## src/rtl/fetch_ctrl_pkg.sv

```systemverilog
// Shared definitions for the instruction fetch controller:
// bus widths, RISC-V opcodes used by the predictor, FSM states.
package fetch_ctrl_pkg;

    localparam int INST_W = 32;
    localparam int ADDR_W_DEF = 32;

    localparam logic [6:0] OPC_JAL    = 7'b1101111;
    localparam logic [6:0] OPC_BRANCH = 7'b1100011;

    typedef enum logic [1:0] {
        ST_REQ  = 2'd0,
        ST_PUSH = 2'd1,
        ST_DROP = 2'd2
    } state_e;

endpackage

```

## src/rtl/static_bp.sv

```systemverilog
// Static predictor: JAL and backward conditional branches are taken.
// target_o is the decoded jump/branch target (pc when not taken).
module static_bp
    import fetch_ctrl_pkg::*;
#(
    parameter int ADDR_W = ADDR_W_DEF
) (
    input  logic [INST_W-1:0] inst_i,
    input  logic [ADDR_W-1:0] pc_i,
    output logic              taken_o,
    output logic [ADDR_W-1:0] target_o
);

    logic [6:0]        opc;
    logic              is_jal;
    logic              is_bbr;
    logic [20:0]       j_imm;
    logic [12:0]       b_imm;
    logic [ADDR_W-1:0] off;

    assign opc    = inst_i[6:0];
    assign is_jal = (opc == OPC_JAL);
    assign is_bbr = (opc == OPC_BRANCH) && inst_i[31];

    assign j_imm = {inst_i[31], inst_i[19:12], inst_i[20],
                    inst_i[30:21], 1'b0};
    assign b_imm = {inst_i[31], inst_i[7], inst_i[30:25],
                    inst_i[11:8], 1'b0};

    always_comb begin
        off = '0;
        unique case (1'b1)
            is_jal:  off = {{(ADDR_W-21){j_imm[20]}}, j_imm};
            is_bbr:  off = {{(ADDR_W-13){b_imm[12]}}, b_imm};
            default: off = '0;
        endcase
    end

    assign taken_o  = is_jal | is_bbr;
    assign target_o = pc_i + off;

endmodule

```

## src/rtl/fetch_ctrl.sv

```systemverilog
// Instruction fetch controller: one outstanding memory request,
// holding register towards the instruction queue, static prediction.
module fetch_ctrl
    import fetch_ctrl_pkg::*;
#(
    parameter int              ADDR_W   = ADDR_W_DEF,
    parameter logic [ADDR_W-1:0] RESET_PC = '0
) (
    input  logic              clk,
    input  logic              rst,
    input  logic              rdy,
    input  logic              redirect_i,
    input  logic [ADDR_W-1:0] redirect_pc_i,
    output logic              mem_req_o,
    output logic [ADDR_W-1:0] mem_addr_o,
    input  logic              mem_ack_i,
    input  logic [INST_W-1:0] mem_data_i,
    input  logic              iq_full_i,
    output logic              iq_we_o,
    output logic [INST_W-1:0] iq_inst_o,
    output logic [ADDR_W-1:0] iq_pc_o,
    output logic              iq_bp_o,
    output logic              iq_clear_o
);

    state_e            state_q, state_d;
    logic [ADDR_W-1:0] pc_q, pc_d;
    logic [ADDR_W-1:0] hpc_q, hpc_d;
    logic [ADDR_W-1:0] spc_q, spc_d;
    logic [INST_W-1:0] hinst_q, hinst_d;

    logic              bp_taken;
    logic [ADDR_W-1:0] bp_target;
    logic [ADDR_W-1:0] next_pc;
    logic              push_ok;

    static_bp #(
        .ADDR_W (ADDR_W)
    ) u_bp (
        .inst_i   (hinst_q),
        .pc_i     (hpc_q),
        .taken_o  (bp_taken),
        .target_o (bp_target)
    );

    assign next_pc = bp_taken ? bp_target : hpc_q + ADDR_W'(4);

    assign push_ok = (state_q == ST_PUSH) && rdy
                   && !iq_full_i && !redirect_i;

    assign mem_req_o  = (state_q != ST_PUSH);
    assign mem_addr_o = pc_q;
    assign iq_we_o    = push_ok;
    assign iq_inst_o  = hinst_q;
    assign iq_pc_o    = hpc_q;
    assign iq_bp_o    = bp_taken;
    assign iq_clear_o = redirect_i;

    always_comb begin
        state_d = state_q;
        pc_d    = pc_q;
        hpc_d   = hpc_q;
        spc_d   = spc_q;
        hinst_d = hinst_q;
        if (rdy) begin
            unique case (state_q)
                ST_REQ: begin
                    if (mem_ack_i) begin
                        if (redirect_i) begin
                            pc_d = redirect_pc_i;
                        end else begin
                            hinst_d = mem_data_i;
                            hpc_d   = pc_q;
                            state_d = ST_PUSH;
                        end
                    end else if (redirect_i) begin
                        // request cannot be aborted; squash its reply
                        spc_d   = redirect_pc_i;
                        state_d = ST_DROP;
                    end
                end
                ST_PUSH: begin
                    if (redirect_i) begin
                        pc_d    = redirect_pc_i;
                        state_d = ST_REQ;
                    end else if (!iq_full_i) begin
                        pc_d    = next_pc;
                        state_d = ST_REQ;
                    end
                end
                ST_DROP: begin
                    if (mem_ack_i) begin
                        pc_d    = redirect_i ? redirect_pc_i : spc_q;
                        state_d = ST_REQ;
                    end else if (redirect_i) begin
                        spc_d = redirect_pc_i;
                    end
                end
                default: state_d = ST_REQ;
            endcase
        end
    end

    always_ff @(posedge clk) begin
        if (!rst) begin
            state_q <= ST_REQ;
            pc_q    <= RESET_PC;
            hpc_q   <= '0;
            spc_q   <= '0;
            hinst_q <= '0;
        end else begin
            state_q <= state_d;
            pc_q    <= pc_d;
            hpc_q   <= hpc_d;
            spc_q   <= spc_d;
            hinst_q <= hinst_d;
        end
    end

endmodule

```

## config.mk

```make
export PLATFORM = sky130hd
export DESIGN_NAME = fetch_ctrl
export DESIGN_NICKNAME = d
export VERILOG_FILES = /design/src/rtl/fetch_ctrl_pkg.sv /design/src/rtl/static_bp.sv /design/src/rtl/fetch_ctrl.sv
export SDC_FILE = /design/constraint.sdc
export NUM_CORES = 1
export LEC_CHECK = 0
export CORE_MARGIN = 3
export CORE_UTILIZATION = 35
export CTS_BUF_LIST = sky130_fd_sc_hd__clkbuf_4 sky130_fd_sc_hd__clkbuf_8 sky130_fd_sc_hd__clkbuf_16
export DETAILED_ROUTE_END_ITERATION = 8
export SLEW_MARGIN = 10
export SYNTH_ARGS = -nofsm -noshare
export SYNTH_HDL_FRONTEND = slang
export SYNTH_SLANG_ARGS = --single-unit
```

## constraint.sdc

```tcl
create_clock -name clk -period 4.1 [get_ports clk]
set_input_delay 0.41 -clock clk [delete_from_list [all_inputs] [get_ports clk]]
set_output_delay 0.41 -clock clk [all_outputs]
set_load 0.02 [all_outputs]
```

; ---- Word level (Yosys, flattened, before mapping)
; Cells that the tools add are included.
; Widths: inputs -> output; s select.
[word_totals]
output_inout_bits = 100
wordCells = 50
regBits = 130
in_bits = 70
[classes]
n_eq_ne = 11
n_addsub = 2
n_bitwise = 3
mux = 16
reduce_logical = 13
[ops]
columns = operator, n
row1 = $mux 32, 7
row2 = $pmux 32 s3, 1
row3 = $pmux 32 s2, 1
row4 = $add 32x3->32 const B, 1
row5 = $add 32x32->32, 1
row6 = $eq 7x7->1 const B, 2
row7 = $mux 2, 6
row8 = $ne 3x3->1 const B, 3
row9 = $ne 2x2->1 const B, 3
row10 = $pmux 2 s3, 1
row11 = $reduce_and 6->1, 1
row12 = $reduce_and 5->1, 1
row13 = $logic_and 1x1->1, 4
row14 = $reduce_and 4->1, 1
row15 = $reduce_and 3->1, 1
row16 = $reduce_bool 3->1, 1
row17 = $eq 2x1->1 const B, 1
row18 = $eq 2x2->1 const B, 1
row19 = $logic_not 1->1, 2
row20 = $logic_not 2->1, 1
row21 = $ne 2x1->1 const B, 1
row22 = $not 1->1, 2
row23 = $reduce_or 2->1, 1
row24 = $or 1x1->1, 1

; ---- Depth between registers and ports, before layout
[depth]
depth_word = 8
mapped_depth = 18
depth_no_buf = 16

; ---- Cells and area by module
; From an unflattened synthesis, not the netlist that was laid out.
[unflattened]
cells_unflattened = 1115
hier_area_um2 = 8504.4
[by_module_without_submodules]
columns = mod, cells_per_inst, n_inst, area_per_inst_um2, seq_area_each_um2
row1 = fetch_ctrl, 840, 1, 6601.3, 2602.5
row2 = static_bp, 275, 1, 1903.1, 0.0

; ---- Least setup slack after synthesis
; No wires, ideal clock.
[synth_path]
kind = register -> register
startpoint = register hinst_q[1] (netlist: iq_inst_o[1])
endpoint = register pc_q[31] (netlist: mem_addr_o[31])
setup_time_ps = 101
required_ps = 3999
path_buffers = 3
period_less_slack_ps = 4323
arrival_ps = 4222
path_stages_with_launch = 17
slack_ps = -223
path_cell_list = dfxtp_1 > nor2b_1 > nand4_1 > a21o_1 > inv_2 > buf_1 > clkbuf_1 > and2_1 > ha_1 > clkbuf_1 > a2111oi_0 > o211ai_1 > a31o_2 > or3_1 > a31oi_1 > xor2_1 > o41ai_1
[synth_via]
word_cells_on_any_way = 10
classes_between = 1 x add/sub / 2 x eq/ne / 5 x mux / 1 x bitwise / 1 x reduce/logical
[synth_lines]
columns = item, line_no
row1 = "start, declared", fetch_ctrl.sv:30  ; logic [INST_W-1:0] hinst_q, hinst_d;
row2 = "start signal, assigned", fetch_ctrl.sv:116  ; hinst_q <= hinst_d;
row3 = $eq 7x7->1, static_bp.sv:23  ; assign is_bbr = (opc == OPC_BRANCH) && inst_i[31];
row4 = $logic_and 1x1->1, static_bp.sv:23
row5 = $or 1x1->1 *, static_bp.sv:39  ; assign taken_o = is_jal | is_bbr;
row6 = net iq_bp_o, fetch_ctrl.sv:22  ; output logic iq_bp_o,
row7 = $mux 32 *, fetch_ctrl.sv:46  ; assign next_pc = bp_taken ? bp_target : hpc_q + ADDR_W'(4);
row8 = $mux 32 *, fetch_ctrl.sv:86  ; end else if (!iq_full_i) begin
row9 = $mux 32 *, fetch_ctrl.sv:83  ; if (redirect_i) begin
row10 = $pmux 32 s3 *, fetch_ctrl.sv:66  ; unique case (state_q)
row11 = "end signal, assigned", fetch_ctrl.sv:113  ; pc_q <= pc_d;
row12 = "end, declared", fetch_ctrl.sv:27  ; logic [ADDR_W-1:0] pc_q, pc_d;
; The timed path passes the listed nets; every way through them passes the cells marked *. The select of a mux whose other input is x is not followed.
; A chain may end at the register's enable or synchronous reset.

; ---- Worst setup path in the final report
[layout_path]
startpoint = register hinst_q[1] (netlist: iq_inst_o[1])
endpoint = register pc_q[22] (netlist: mem_addr_o[22])
[layout_via]
elab_chain_len = 8
word_cells_on_any_way = 10
classes_between = 1 x add/sub / 2 x eq/ne / 5 x mux / 1 x bitwise / 1 x reduce/logical
[layout_lines]
columns = item, line_no
row1 = $eq 7x7->1, static_bp.sv:23
row2 = $logic_and 1x1->1, static_bp.sv:23
row3 = $pmux 32 s2, static_bp.sv:32  ; unique case (1'b1)
row4 = $add 32x32->32, static_bp.sv:40  ; assign target_o = pc_i + off;
row5 = $mux 32 *, fetch_ctrl.sv:46
row6 = $mux 32 *, fetch_ctrl.sv:86
row7 = $mux 32 *, fetch_ctrl.sv:83
row8 = $pmux 32 s3 *, fetch_ctrl.sv:66
; Mark *: on every way between the ends. The rest lies on a longest branch, timed or not. The select of a mux whose other input is x is not followed.

==> results.toml <==
[run_status]
status = "completed"

[die]
rows = 55
start_util = 0.358
ioPinCount = 170
core_area_mm2 = 0.0227
die_x_um = 158
die_h_um = 158
die_area_mm2 = 0.0251

[grt]
grt_max_degree = 68
grt_pass1_wl_um = 46200
antenna_found_initial = 0
first_global_vias = 8148
grt_overflow = 0
grt_usage = 0.237

[route]
drt_pass1_iterations = 6
wl_per_cell_um = 19.3
vias_per_cell = 5.63
final_antenna_net_count = 0
wl_um = 30100
drc = 0
vias = 8764
first_iter_violations = 692

[setup_path]
crit_type = "reg2reg"
cp-end-kind = "flop"
worstPathArrival_ns = 4.01
path_cells = "nor2b_1 > nand4_1 > nor2_1 > buf_4 > a22o_1 > ha_1 > o21a_1 > a211oi_2 > o31ai_1 > and3_1 > o31ai_1 > nand2_1 > xor2_1 > a221oi_1 > a21oi_1"
worst_ep_required_time_ns = 4.39
cp_slowest_stage_delay_ns = 0.35
cp-start-kind = "flop"
worst_path_max_delay_cell = "o31ai_1"
critPathMaxFanout = 12
worst_path_most_repeated_cell = "o31ai_1"

[pwr]
powerDensity_mw_per_mm2 = 326
p_leak_nw = 3.96
p_total_mw = 3.49
ir_drop_mv = 0.238

[place]
dp_hpwl_um = 21300
io_buffers = 169
place_area_mm2 = 0.0101
place.gp.congestion = 0.898

[run]
drv_cap = 0

[synthesis]
yosysTopAreaCellShare = 0.320
seq_area_frac_synth = 0.320
yosysWarnings = 0
synthTopCellsByArea = "dfxtp_1 32%, nand2_1 13%, a21oi_1 9.5%, ha_1 5.4%, o21ai_0 4.4%"
async_flop_share = 0
yosysUniqueCellTypes = 61
synth-main-ff-cell = "dfxtp_1"
synth-seq-cells = 130
syn_area_per_cell_um2 = 7.27
synth_largest_area_cell = "dfxtp_1"
synth_edf_count = 0
synthesis.area_mm2 = 0.00813
netlist_instances = 1119
syn_nets = 1225

[clock_network]
clk_latency_ns = 0.43
cts.clk_slew.worst_paths_ns = 0.07
cts_setup_buffers = 0
h-tree-depth = 4
clk_path_buf_depth = 2
clock_sinks = 130
root_buffer = "clkbuf_16"
cts-buffers-inserted = 17
cts_tree = "built"

[sta]
rsz0062_at_grt = "no"
fmax_mhz = 269
slew_headroom = 0.476
fin_crit_sh = 0.908
setup_violations = 0
finalClockSkew_ns = 0.0128
min_period_ns = 3.72
hold_viol = 0
final-max-slew-violation-count = 0
setup-tns-final_ns = 0
tightest_slew_ns = 0.786

[cells_and_area]
fin_nets = 1365
syn2layout_area_growth_pct = 31.5
drive_above_1_share = 0.0637
design_area_mm2 = 0.0107

[min_path]
min_path_type = "reg2reg"
==> logic make-up after synthesis <==
logic type,synth area share
adders and majority gates,0.0563
buffers and inverters,0.0445
DFF,0.320
muxes,0.0132
and+or+nand+nor,0.227
xor gates and xnor gates,0.0495
AOI/OAI and AO/OA,0.289
==> sequential cells by signal (all words and copies together) (netlist names) <==
register and count:
spc_q 32, state_q 2, mem_addr_o 32, iq_inst_o 32, iq_pc_o 32
==> final cells by class <==
cell class	count	area, um2
inverters	22	83.8
repair buffers	194	1870
diodes	1	2.50
well taps	285	357
clock buffers	19	453
fillers	2268	12000
clock inverters	13	128
flip-flops and latches	130	2600
multi-input cells	894	5190
==> synthesized netlist by cell type, types with 7 or more instances <==
cell      count
nand2_1     278
a21oi_1     154
dfxtp_1     130
o21ai_0      71
clkbuf_1     66
nor2_1       58
ha_1         35
xnor2_1      26
nand3_1      25
a21o_1       21
xor2_1       20
a221oi_1     19
a22o_1       19
inv_1        17
and3_1       14
o211ai_1     14
a211oi_1     12
a31oi_1      11
and4_1        9
a221o_1       7
and2_1        7
nand2b_1      7
nand4_1       7
==> power breakdown <==
part | total (mW) | switching [mW] | leakage, nW | internal (mW)
clock | 1.52 | 0.648 | 0.265 | 0.874
sequential | 1.38 | 0.0583 | 1.06 | 1.32
combinational | 0.587 | 0.344 | 2.64 | 0.243
==> cells in the final DEF (no fill, tap or decap), types with 9 or more instances in the layout <==
cell type        instances
a21oi_1                153
clkdlybuf4s50_1        168
ha_1                    35
a31oi_1                 11
nand3_1                 25
nor2_1                  57
a221oi_1                19
a22o_1                  19
nand2_1                278
buf_4                   25
o21ai_0                 70
a21o_1                  21
and3_1                  14
xor2_1                  20
inv_1                   17
dfxtp_1                130
o211ai_1                14
xnor2_1                 26
and4_1                   9
a211oi_1                12
clkbuf_16               17
==> worst paths after layout <==
kind	start	to	slack [ns]	cells past startpoint
worst max-delay path	iq_inst_o[1]	mem_addr_o[22]	0.38	15
worst min-delay path	spc_q[13]	spc_q[13]	0.45	2
worst max register to register	iq_inst_o[1]	mem_addr_o[22]	0.38	15
worst min register to register	spc_q[13]	spc_q[13]	0.45	2
==> stage by stage <==
stage,hold slack [ns],util,setup slack (ns),cells
floorplan,0.433,-,0.0147,1119
global placement,0.440,0.445,0.423,1525
detailed placement,0.445,0.445,0.349,1525
CTS,0.454,0.470,0.291,1557
global route,0.475,0.471,0.0359,1557
finish,0.453,0.471,0.377,1558
==> timing repair <==
action	in CTS	in global routing
hold buffers	0	0
setup endpoints to repair	0	2
gates resized for setup	0	3
==> per-layer routing <==
| metal | GRT usage | vias to the layer above | wire length, um |
|---|---|---|---|
| met5 | 0 | - | 0 |
| met4 | 0.0836 | 0 | 883 |
| met3 | 0.0438 | 59 | 1810 |
| met2 | 0.371 | 316 | 13800 |
| met1 | 0.326 | 4108 | 13500 |
| li1 | - | 4281 | - |
==> worst max-delay path, delay by kind of cell (launching register included) <==
family | cells | cell delay [ns]
compound gates | 7 | 1.57
simple gates | 5 | 0.97
buf+inv | 1 | 0.21
xor+xnor | 1 | 0.20
fa+ha+maj | 1 | 0.28
flops | 1 | 0.34
Note: power is estimated with default switching activity, not from simulation.
